### config.mk
export PLATFORM = sky130hd
export DESIGN_NAME = addr_gen_upd_param
export DESIGN_NICKNAME = d
export VERILOG_FILES = /design/src/rtl/addr_gen_upd_param.sv
export SDC_FILE = /design/constraint.sdc
export NUM_CORES = 1
export LEC_CHECK = 0
export ABC_CLOCK_PERIOD_IN_PS = 4220
export BUFFER_PORTS_ARGS = -buffer_cell sky130_fd_sc_hd__buf_2
export CORE_ASPECT_RATIO = 1.2
export CORE_MARGIN = 4
export CORE_UTILIZATION = 62
export CTS_CLUSTER_SIZE = 28
export DETAILED_ROUTE_END_ITERATION = 6
export MAX_ROUTING_LAYER = met4
export PLACE_DENSITY_LB_ADDON = 0.3
export SLEW_MARGIN = 20
export SYNTH_ARGS = -nofsm -noshare
export SYNTH_HDL_FRONTEND = slang
export SYNTH_SLANG_ARGS = --single-unit
### constraint.sdc
create_clock -name clk -period 4.22 [get_ports clk]
set_input_delay 0.211 -clock clk [delete_from_list [all_inputs] [get_ports clk]]
set_output_delay 0.211 -clock clk [all_outputs]
set_load 0.02 [all_outputs]
### src/rtl/addr_gen_upd_param.sv
// Read-address sequencer for the LSTM update-parameter stage: streams (dgate, X/H) pairs per weight.
// First pair one cycle after start; i_stall freezes RUN (outputs and counters hold), GAP timing ignores it.
module addr_gen_upd_param #(
  parameter int ADDR_WIDTH = 12,
  parameter int TIMESTEP   = 7,
  parameter int NUM_CELL   = 53,
  parameter int NUM_INPUT  = 53,
  parameter int DELAY      = 1,
  parameter int BASE_D     = 0,
  parameter int BASE_X     = 0,
  parameter int BASE_H     = 0
) (
  input  logic                  clk,
  input  logic                  rst,
  input  logic                  i_start,
  input  logic                  i_mode,
  input  logic                  i_stall,
  output logic [ADDR_WIDTH-1:0] o_addr_d,
  output logic [ADDR_WIDTH-1:0] o_addr_x,
  output logic                  o_valid,
  output logic                  o_zero,
  output logic                  o_first,
  output logic                  o_last,
  output logic [ADDR_WIDTH-1:0] o_waddr,
  output logic                  o_busy,
  output logic                  o_done
);

  localparam int AW = ADDR_WIDTH;
  localparam logic [AW-1:0] T_LAST   = AW'(TIMESTEP - 1);
  localparam logic [AW-1:0] NC_LAST  = AW'(NUM_CELL - 1);
  localparam logic [AW-1:0] NIN_LAST = AW'(NUM_INPUT - 1);
  localparam logic [AW-1:0] NC_STEP  = AW'(NUM_CELL);
  localparam logic [AW-1:0] NIN_STEP = AW'(NUM_INPUT);
  localparam logic [AW-1:0] BD       = AW'(BASE_D);
  localparam logic [AW-1:0] BX       = AW'(BASE_X);
  localparam logic [AW-1:0] BH       = AW'(BASE_H);
  localparam logic [AW-1:0] GAP_LAST = AW'((DELAY > 0) ? DELAY - 1 : 0);
  localparam bit            HAS_GAP  = (DELAY > 0);

  typedef enum logic [1:0] {S_IDLE, S_RUN, S_GAP, S_DONE} state_t;

  state_t        state_q;
  logic          mode_q;
  logic [AW-1:0] t_q, i_q, c_q, gap_q;
  logic [AW-1:0] d_run_q, x_run_q;
  logic [AW-1:0] addr_d_q, addr_x_q, waddr_q;
  logic          valid_q, zero_q, first_q, last_q, busy_q, done_q;

  logic [AW-1:0] i_d, c_d, d_run_d, x_run_d, x_step;
  logic          nin_wrap, last_t, last_run;

  // Per-run base addresses advance by one; the t loop then strides from them.
  always_comb begin
    nin_wrap = (i_q == (mode_q ? NC_LAST : NIN_LAST));
    last_t   = (t_q == T_LAST);
    last_run = nin_wrap && (c_q == NC_LAST);
    x_step   = '0;
    if (!mode_q)
      x_step = NIN_STEP;
    else if (t_q != '0)
      x_step = NC_STEP;  // h(-1) and h(0) share row 0, so no stride from t=0 to t=1
    i_d     = i_q + 1'b1;
    c_d     = c_q;
    d_run_d = d_run_q;
    x_run_d = x_run_q + 1'b1;
    if (nin_wrap) begin
      i_d     = '0;
      c_d     = c_q + 1'b1;
      d_run_d = d_run_q + 1'b1;
      x_run_d = mode_q ? BH : BX;
    end
  end

  always_ff @(posedge clk or posedge rst) begin
    if (rst) begin
      state_q  <= S_IDLE;
      mode_q   <= 1'b0;
      t_q      <= '0;
      i_q      <= '0;
      c_q      <= '0;
      gap_q    <= '0;
      d_run_q  <= '0;
      x_run_q  <= '0;
      addr_d_q <= '0;
      addr_x_q <= '0;
      waddr_q  <= '0;
      valid_q  <= 1'b0;
      zero_q   <= 1'b0;
      first_q  <= 1'b0;
      last_q   <= 1'b0;
      busy_q   <= 1'b0;
      done_q   <= 1'b0;
    end else begin
      case (state_q)
        S_IDLE: begin
          if (i_start) begin
            state_q  <= S_RUN;
            mode_q   <= i_mode;
            t_q      <= '0;
            i_q      <= '0;
            c_q      <= '0;
            d_run_q  <= BD;
            x_run_q  <= i_mode ? BH : BX;
            addr_d_q <= BD;
            addr_x_q <= i_mode ? BH : BX;
            waddr_q  <= '0;
            valid_q  <= 1'b1;
            zero_q   <= i_mode;
            first_q  <= 1'b1;
            last_q   <= 1'b0;
            busy_q   <= 1'b1;
          end
        end
        S_RUN: begin
          if (!i_stall) begin
            if (!last_t) begin
              t_q      <= t_q + 1'b1;
              addr_d_q <= addr_d_q + NC_STEP;
              addr_x_q <= addr_x_q + x_step;
              zero_q   <= 1'b0;
              first_q  <= 1'b0;
              last_q   <= ((t_q + 1'b1) == T_LAST);
            end else if (last_run) begin
              state_q  <= S_DONE;
              t_q      <= '0;
              i_q      <= '0;
              c_q      <= '0;
              d_run_q  <= '0;
              x_run_q  <= '0;
              addr_d_q <= '0;
              addr_x_q <= '0;
              waddr_q  <= '0;
              valid_q  <= 1'b0;
              zero_q   <= 1'b0;
              first_q  <= 1'b0;
              last_q   <= 1'b0;
              busy_q   <= 1'b0;
              done_q   <= 1'b1;
            end else begin
              t_q      <= '0;
              i_q      <= i_d;
              c_q      <= c_d;
              d_run_q  <= d_run_d;
              x_run_q  <= x_run_d;
              addr_d_q <= d_run_d;
              addr_x_q <= x_run_d;
              waddr_q  <= waddr_q + 1'b1;
              last_q   <= 1'b0;
              if (HAS_GAP) begin
                state_q <= S_GAP;
                gap_q   <= GAP_LAST;
                valid_q <= 1'b0;
                zero_q  <= 1'b0;
                first_q <= 1'b0;
              end else begin
                zero_q  <= mode_q;
                first_q <= 1'b1;
              end
            end
          end
        end
        S_GAP: begin
          if (gap_q == '0) begin
            state_q <= S_RUN;
            valid_q <= 1'b1;
            zero_q  <= mode_q;
            first_q <= 1'b1;
          end else begin
            gap_q <= gap_q - 1'b1;
          end
        end
        S_DONE: begin
          state_q <= S_IDLE;
          done_q  <= 1'b0;
        end
        default: state_q <= S_IDLE;
      endcase
    end
  end

  assign o_addr_d = addr_d_q;
  assign o_addr_x = addr_x_q;
  assign o_valid  = valid_q;
  assign o_zero   = zero_q;
  assign o_first  = first_q;
  assign o_last   = last_q;
  assign o_waddr  = waddr_q;
  assign o_busy   = busy_q;
  assign o_done   = done_q;

endmodule
=== Word level (Yosys, flattened, before mapping) ===
Index checks and enable logic that the tools add are counted.

* Bits in registers: 117
* Word-level logic and storage cells: 128

* $add $sub $neg: 9
* Reductions and logical operators: 18
* Multiplexer cells: 69
* Eq/ne operators: 15

{| class="wikitable"
|+ Operators with widths
! kind !! number
|-
| $mux 12 || 31
|-
| $pmux 12 s2 || 9
|-
| $add 12x1->12 const B || 6
|-
| $eq 12x3->1 const B || 2
|-
| $eq 12x6->1 const B || 2
|-
| $reduce_and 5->1 || 4
|-
| $mux 1 || 17
|-
| $reduce_and 4->1 || 4
|-
| $ne 2x2->1 const B || 7
|-
| $add 12x12->12 || 1
|-
| $add 12x6->12 const B || 1
|-
| $logic_not 12->1 || 1
|-
| $reduce_bool 12->1 || 1
|-
| $sub 12x1->12 const B || 1
|-
| $pmux 1 s3 || 3
|-
| $mux 2 || 4
|-
| $pmux 2 s4 || 1
|-
| $mux 6 || 1
|-
| $pmux 1 s2 || 3
|-
| $reduce_bool 2->1 || 3
|-
| $eq 2x2->1 const B || 2
|-
| $ne 3x3->1 const B || 1
|-
| $reduce_and 3->1 || 1
|-
| $reduce_bool 3->1 || 1
|-
| 4 further kinds || 4
|}

=== Logic depth before layout (Yosys ltp) ===
Gate-level depths: netlist of run 1.

* Depth after elaboration: 7
* Mapped depth: 11
* Gate-level depth less buffers: 11

=== Least setup slack after synthesis of run 1 ===
OpenSTA, ideal clock, no wires.

* Kind: register to register
* Start: register t_q[4]
* End: register addr_x_q[10] (netlist: o_addr_x[10])
* Cell stages (with the launch flop): 11
* Slack: 0.898 ns
* Library setup time: 0.126 ns
* Data required time: 4.094 ns
* Path buffers: 1
* Data arrival time: 3.196 ns
* Cells stage by stage: dfrtp_1 > buf_6 > or4_4 > or4_1 > ha_1 > ha_1 > a21o_1 > a221oi_1 > nor2b_1 > nor3b_1 > a221o_1

* Cells in the longest elaborated chain, start to end: 7
* Elaborated cells between the ends (all ways): 8
* Classes of those cells: add/sub (1); eq/ne (1); mux (5); reduce/logical (1)

{| class="wikitable"
|+ RTL lines
! what !! line !! source
|-
| start: declaration || 45 || <nowiki>logic [AW-1:0] t_q, i_q, c_q, gap_q;</nowiki>
|-
| start signal: assignment || 118 || <nowiki>t_q <= t_q + 1'b1;</nowiki>
|-
| $reduce_bool 12->1 || 61 || <nowiki>else if (t_q != '0)</nowiki>
|-
| $mux 6 || 61 ||
|-
| $mux 12 || 59 || <nowiki>if (!mode_q)</nowiki>
|-
| $add 12x12->12 || 120 || <nowiki>addr_x_q <= addr_x_q + x_step;</nowiki>
|-
| $mux 12 * || 117 || <nowiki>if (!last_t) begin</nowiki>
|-
| $mux 12 * || 116 || <nowiki>if (!i_stall) begin</nowiki>
|-
| $pmux 12 s2 * || 95 || <nowiki>case (state_q)</nowiki>
|-
| end signal: assignment || 106 || <nowiki>addr_x_q <= i_mode ? BH : BX;</nowiki>
|-
| end signal: assignment || 120 ||
|-
| end signal: assignment || 147 || <nowiki>addr_x_q <= x_run_d;</nowiki>
|-
| end: declaration || 47 || <nowiki>logic [AW-1:0] addr_d_q, addr_x_q, waddr_q;</nowiki>
|}

Every way passes the cells marked *; elsewhere a longest branch is shown, timed or not. The select of a mux whose other input is x is not followed.
A chain may end at the register's enable or synchronous reset.

=== Final worst setup path of run 1 ===
Same ends and word-level chain as after synthesis.

==> results of run 1 <==
power by group:
| group | switching [mW] | total, mW | internal [mW] |
|---|---|---|---|
| registers | 0.260 | 1.59 | 1.33 |
| logic | 1.60 | 2.37 | 0.763 |
| clock network | 0.482 | 1.35 | 0.864 |
registers in the layout (all words and copies together), names as in the netlist, 12 cells and up:
signal,cells
c_q,12
i_q,12
o_addr_d,12
t_q,12
gap_q,12
o_waddr,12
x_run_q,12
o_addr_x,12
d_run_q,12
stage by stage:
stage	hold slack (ns)	utilization [%]	setup WS [ns]	cell area, um2
2_1_floorplan	0.368	-	0.898	7290
3_5_place_dp	0.195	66.6	0.664	7660
6_report	0.0763	71.4	0.583	8220
4_1_cts	0.0704	71.4	0.645	8220
5_1_grt	0.101	71.4	0.416	8220
3_3_place_gp	0.194	66.6	0.709	7660
worst min-delay path by stage:
| stage | cells after the start | to | start | slack [ns] |
|---|---|---|---|---|
| after floorplan | 2 | mode_q$_DFFE_PP0P_ | i_mode | 0.37 |
| after global placement | 2 | gap_q[5]$_DFFE_PP0P_ | rst | 0.19 |
| after detailed placement | 2 | gap_q[6]$_DFFE_PP0P_ | rst | 0.20 |
| after CTS | 3 | mode_q$_DFFE_PP0P_ | i_mode | 0.07 |
| after global routing | 3 | mode_q$_DFFE_PP0P_ | i_mode | 0.10 |
| final | 3 | mode_q$_DFFE_PP0P_ | i_mode | 0.08 |
critical path, delay by kind of cell, from the launching register on:
family | cells | cell delay (ns)
DFF | 1 | 0.46
adders and majority gates | 2 | 0.50
and+or+nand+nor | 4 | 1.58
AOI/OAI and AO/OA | 3 | 0.99
layout by cell type (no fill, tap or decap), drive strengths merged, types with 6 or more instances in the layout:
cell and instances:
nand4 13, and2 12, and3 13, nand3 37, clkbuf 27, o21ai 73
o221ai 10, inv 30, and4 8, buf 62, xnor2 28, nand2 81
nor3 21, or4 16, a31oi 26, o211ai 8, a21oi 31, nor4 12
o31ai 29, nor2 36, or3 22, dfrtp 117, a211oi 11, nand2b 6
xor2 13, ha 23
cell families (layout without fill, tap and decap cells):
kind of cell               count (synthesis)  count (layout)  synth area share (%)
xor gates and xnor gates                  41              41                  4.92
adders and majority gates                 23              23                  3.95
DFF                                      117             117                  40.2
muxes                                      8               8                  1.15
buffers and inverters                     76             125                  4.22
AOI/OAI and AO/OA                        246             246                  23.7
and+or+nand+nor                          296             296                  21.9
area by class of cell:
type | instances | area (um2)
clock buffer | 27 | 503
clock inverter | 4 | 45.0
fill | 885 | 3290
inverter | 31 | 119
multi-input combinational | 614 | 4070
sequential | 117 | 2930
tap | 157 | 196
timing repair buffer | 63 | 360
routing by layer:
| layer | up-vias | wire (um) | global-route usage, % | part of all wire (%) |
|---|---|---|---|---|
| met3 | 45 | 1440 | 5.55 | 7.2 |
| met5 | - | 0 | - | 0 |
| li1 | 3120 | - | - | - |
| met4 | 0 | 422 | 12.6 | 2.1 |
| met2 | 301 | 10100 | 51.8 | 51 |
| met1 | 3345 | 7940 | 38.3 | 40 |
repair_timing:
| item | CTS | global route |
|---|---|---|
| hold buffers | 1 | 0 |
| resized for setup | 0 | 0 |
| hold endpoints to repair | 22 | 0 |
==> impl_metrics.py, run 1 <==
metrics = {
    "status": {
        "outcome": "finished, final reports clean",
    },
    "sta": {
        "tightestPinTransition_ns": 0.819,
        "max_slew_margin_pct": 45.2,
        "finalSetupViolCount": 0,
        "rsz0062_at_grt": "false",
        "max_freq_ghz": 0.275,
        "setup_tns_ns": 0,
        "maxSlewViolCount": 0,
        "min_period_over_period_pct": 86.2,
        "period_minus_slack_ns": 3.64,
        "skew_ns": 0.00767,
        "final-hold-violation-count": 0,
    },
    "floorplan": {
        "die_area_mm2": 0.0136,
        "rows": 43,
        "core_mm2": 0.0115,
        "initial_core_util_pct": 63.3,
        "fp.dieW_um": 107,
        "die_h_um": 127,
        "io_pins": 47,
    },
    "synthesis": {
        "synthesis.area_mm2": 0.00729,
        "yosysTopAreaCellShare_pct": 40.2,
        "ys_warn_count": 0,
        "synthCells": 807,
        "synth_commonest_cells": "dfrtp_1 (117), nand2_1 (80), o21ai_0 (72)",
        "syn_nets": 835,
        "synth_seq_area_share_pct": 40.2,
        "synth_cell_types": 71,
        "syn_avg_cell_area_um2": 9.04,
        "yosys.area.top_type": "dfrtp_1",
        "synthTopCellsByArea": "dfrtp_1 (40%), o21ai_0 (4.9%), nand2_1 (4.1%), ha_1 (3.9%), xnor2_1 (3.4%)",
        "synth_flop_cell": "dfrtp_1",
        "asyncSetResetFlopFracSynth_pct": 100,
        "synth_most_common_cell": "dfrtp_1",
        "synth_edf_count": 0,
        "ys_seq_elements": 117,
    },
    "pwr": {
        "power_density_mw_per_mm2": 644,
        "p_leak_nw": 3.43,
        "vdd_ir_drop_max_v": 0.000572,
        "total_power_mw": 5.30,
    },
    "detailed_routing": {
        "ant_nets": 0,
        "wire_per_inst_um": 19.7,
        "first_pass_iters": 5,
        "routed_via_density": 6.72,
        "vias": 6811,
        "route.detailed.drc": 0,
        "drt_wl_total_mm": 19.9,
        "drt_iter0_markers": 644,
    },
    "place": {
        "port_buffers": 46,
        "gp_congestion": 0.849,
        "dpl.hpwl_mm": 13.2,
        "place_inst": 981,
    },
    "global_routing": {
        "grt_usage_pct": 31.4,
        "first_global_vias": 6671,
        "grt_pass1_wl_mm": 33.1,
        "grt_max_degree": 57,
        "grt_antenna_before_repair": 0,
        "grt.overflow.total": 0,
    },
    "clock_network": {
        "post_cts_buffers": 0,
        "clk_latency_ns": 0.42,
        "cts_tree": "yes",
        "htreeDepth": 4,
        "clk_pin_slew_worst_paths_ns": 0.05,
        "clock_path_buffers": 2,
        "cts_made_buffers": 17,
        "cts.sinks": 117,
        "root_buffer": "clkbuf_16",
    },
    "job": {
        "max_cap_violations": 0,
    },
    "layout": {
        "fin_cells": 1013,
        "syn_to_final_growth_pct": 12.8,
        "drive_above_1_share_pct": 13.2,
        "layout.nets": 872,
        "n_antenna_cell": 0,
    },
    "setup_path": {
        "r2r_slack_ns": 0.58,
        "required_ns": 4.52,
        "ff2ff_path_depth": 9,
        "cp-end-kind": "flop",
        "reg2reg_to": "o_addr_x[10]$_DFFE_PP0P_",
        "reg2reg_from": "t_q[4]$_DFFE_PP0P_",
        "cp-start-kind": "flop",
        "max_stage_delay_ns": 0.66,
        "crit_chain": "or4_4, or4_1, ha_1, ha_1, a21o_1, a221oi_1, nor2b_1, nor3b_1, a221o_1",
        "crit_path_frequent_cell": "ha_1",
        "worstPathArrival_ns": 3.94,
        "critical_path_class": "flop to flop",
        "crit_end": "o_addr_x[10]$_DFFE_PP0P_",
        "cp_max_fo": 8,
        "crit_start": "t_q[4]$_DFFE_PP0P_",
        "cp_slowest_cell": "or4_1",
    },
    "min_path": {
        "hold_path.class": "input pin to flop",
    },
}
No activity file was read; power rests on OpenSTA's default activity.
==> inputs of run 2 (changes only) <==
Settings changed: CORE_UTILIZATION 62 to 63, CTS_BUF_LIST set to sky130_fd_sc_hd__clkbuf_4.
==> run 2 against run 1 <==
Net effect: core utilization shrank 0.73 points; cell count shrank 0.30%; routed wire length shrank 3.4%; clock power shrank 47%; global-route usage shrank 1.0 points; count of clock-buffer cells in the layout shrank 5; die area shrank 1.5%; highest routed layer unchanged.
==> impl_metrics.py, run 2 (synthesis gave the netlist of run 1 again) <==
metrics = {
    "detailed_routing": {
        "vias": 6812,
        "wire_per_inst_um": 19.0,
        "route.detailed.drc": 0,
        "ant_nets": 0,
        "drt_iter0_markers": 593,
        "first_pass_iters": 5,
        "routed_via_density": 6.74,
        "drt_wl_total_mm": 19.2,
    },
    "layout": {
        "drive_above_1_share_pct": 13.2,
        "fillers": 872,
        "layout.nets": 873,
        "syn_to_final_growth_pct": 8.51,
        "n_antenna_cell": 0,
        "final_util_pct": 70.7,
        "mostFrequentLayoutCells": "dfrtp_1 (117), nand2_1 (80), o21ai_0 (71)",
        "final_common_cell": "dfrtp_1",
    },
    "sta": {
        "tightestPinTransition_ns": 0.833,
        "setup_tns_ns": 0,
        "hold-worst-slack_ns": 0.0682,
        "period_minus_slack_ns": 3.63,
        "min_period_over_period_pct": 86.1,
        "max_freq_ghz": 0.275,
        "rsz0062_at_grt": "false",
        "maxSlewViolCount": 0,
        "skew_ns": 0.0166,
        "final-hold-violation-count": 0,
        "max_slew_margin_pct": 44.2,
        "finalSetupViolCount": 0,
    },
    "clock_network": {
        "post_cts_buffers": 0,
        "cts.sinks": 117,
        "cts_made_buffers": 17,
        "post_cts_resize_count": 0,
        "clk_pin_slew_worst_paths_ns": 0.10,
        "clock_path_buffers": 2,
        "cts_tree": "yes",
        "clk_latency_ns": 0.55,
        "htreeDepth": 4,
        "root_buffer": "clkbuf_4",
    },
    "setup_path": {
        "crit_end": "o_addr_x[10]$_DFFE_PP0P_",
        "cp-start-kind": "flop",
        "required_ns": 4.67,
        "worstPathArrival_ns": 4.08,
        "critical_path_class": "flop to flop",
        "cp-end-kind": "flop",
        "r2r_slack_ns": 0.59,
        "ff2ff_path_depth": 9,
        "reg2reg_from": "t_q[4]$_DFFE_PP0P_",
        "reg2reg_to": "o_addr_x[10]$_DFFE_PP0P_",
        "crit_start": "t_q[4]$_DFFE_PP0P_",
        "cp_max_fo": 8,
    },
    "pwr": {
        "total_power_mw": 4.61,
        "power_density_mw_per_mm2": 582,
        "netSwitchingFraction_pct": 48.4,
        "intPower_mw": 2.38,
        "p_seq_share_pct": 34.4,
        "vdd_ir_drop_max_v": 0.000459,
        "comb_power_share_pct": 50.0,
        "p_sw_mw": 2.23,
        "p_leak_nw": 3.30,
        "p_clk_share_pct": 15.6,
    },
    "global_routing": {
        "grt_pass1_wl_mm": 32.3,
        "grt.overflow.total": 0,
        "first_global_vias": 6675,
        "grt_usage_pct": 30.4,
        "grt_antenna_before_repair": 0,
        "grt_max_degree": 60,
    },
    "place": {
        "dpl.hpwl_mm": 12.9,
        "gp_congestion": 0.935,
        "port_buffers": 46,
    },
    "floorplan": {
        "rows": 42,
        "core_mm2": 0.0112,
        "initial_core_util_pct": 65.1,
        "die_area_mm2": 0.0134,
        "die_h_um": 126,
        "io_pins": 47,
        "fp.dieW_um": 106,
    },
    "status": {
        "outcome": "finished, final reports clean",
    },
    "job": {
        "max_cap_violations": 0,
    },
    "min_path": {
        "hold_path.class": "input pin to flop",
    },
}
[run 2: power by group through the flow]
stage / clock [mW] / combinational (mW) / sequential [mW]
4_1_cts: 0.730 / 2.26 / 1.57
2_1_floorplan: 0 / 1.52 / 1.65
3_5_place_dp: 0 / 2.24 / 1.59
5_1_grt: 0.787 / 2.51 / 1.62
3_3_place_gp: 0 / 2.14 / 1.57
6_report: 0.720 / 2.30 / 1.58
[run 2: how the worst min path moves through the flow]
stage,start,to,cells after the start
CTS,i_stall,o_done$_DFFE_PP0P_,3
floorplan,i_mode,mode_q$_DFFE_PP0P_,2
global placement,rst,gap_q[9]$_DFFE_PP0P_,2
global route,i_stall,o_done$_DFFE_PP0P_,3
finish,i_stall,o_done$_DFFE_PP0P_,3
detailed placement,rst,gap_q[10]$_DFFE_PP0P_,2
[run 2: critical path, cell delays in order, from the launching register on]
cell and delay, ns:
dfrtp_1 0.47, or4_4 0.62, or4_1 0.66, ha_1 0.26
ha_1 0.22, a21o_1 0.18, a221oi_1 0.55, nor2b_1 0.12
nor3b_1 0.16, a221o_1 0.28
[run 2: per-layer routing]
metal	share of wire, %	vias up	track usage [%]
met5	0	-	-
met4	2.6	0	13.4
met3	6.8	54	5.89
met2	49	306	48.1
met1	42	3343	38.0
li1	-	3109	-
[run 2: what timing repair did]
item	in CTS	in global routing
endpoints found under the hold margin	19	0
hold buffers	4	0
setup endpoints to repair	0	0
[run 2: final cells by class]
cell class / instances / area, um2 / area share, %
well taps: 154 / 193 / 2.44
multi-input cells: 614 / 4070 / 51.5
inverters: 31 / 119 / 1.50
clock inverters: 8 / 61.3 / 0.775
clock buffers: 22 / 165 / 2.09
flip-flops and latches: 117 / 2930 / 37.0
repair buffers: 64 / 375 / 4.74
[run 2: stage by stage]
stage	area (um2)	instances	setup slack [ns]
final	7910	1010	0.586
after global routing	7910	1010	0.397
after CTS	7910	1010	0.635
after detailed placement	7650	976	0.663
after global placement	7650	976	0.727
after floorplan	7290	807	0.898
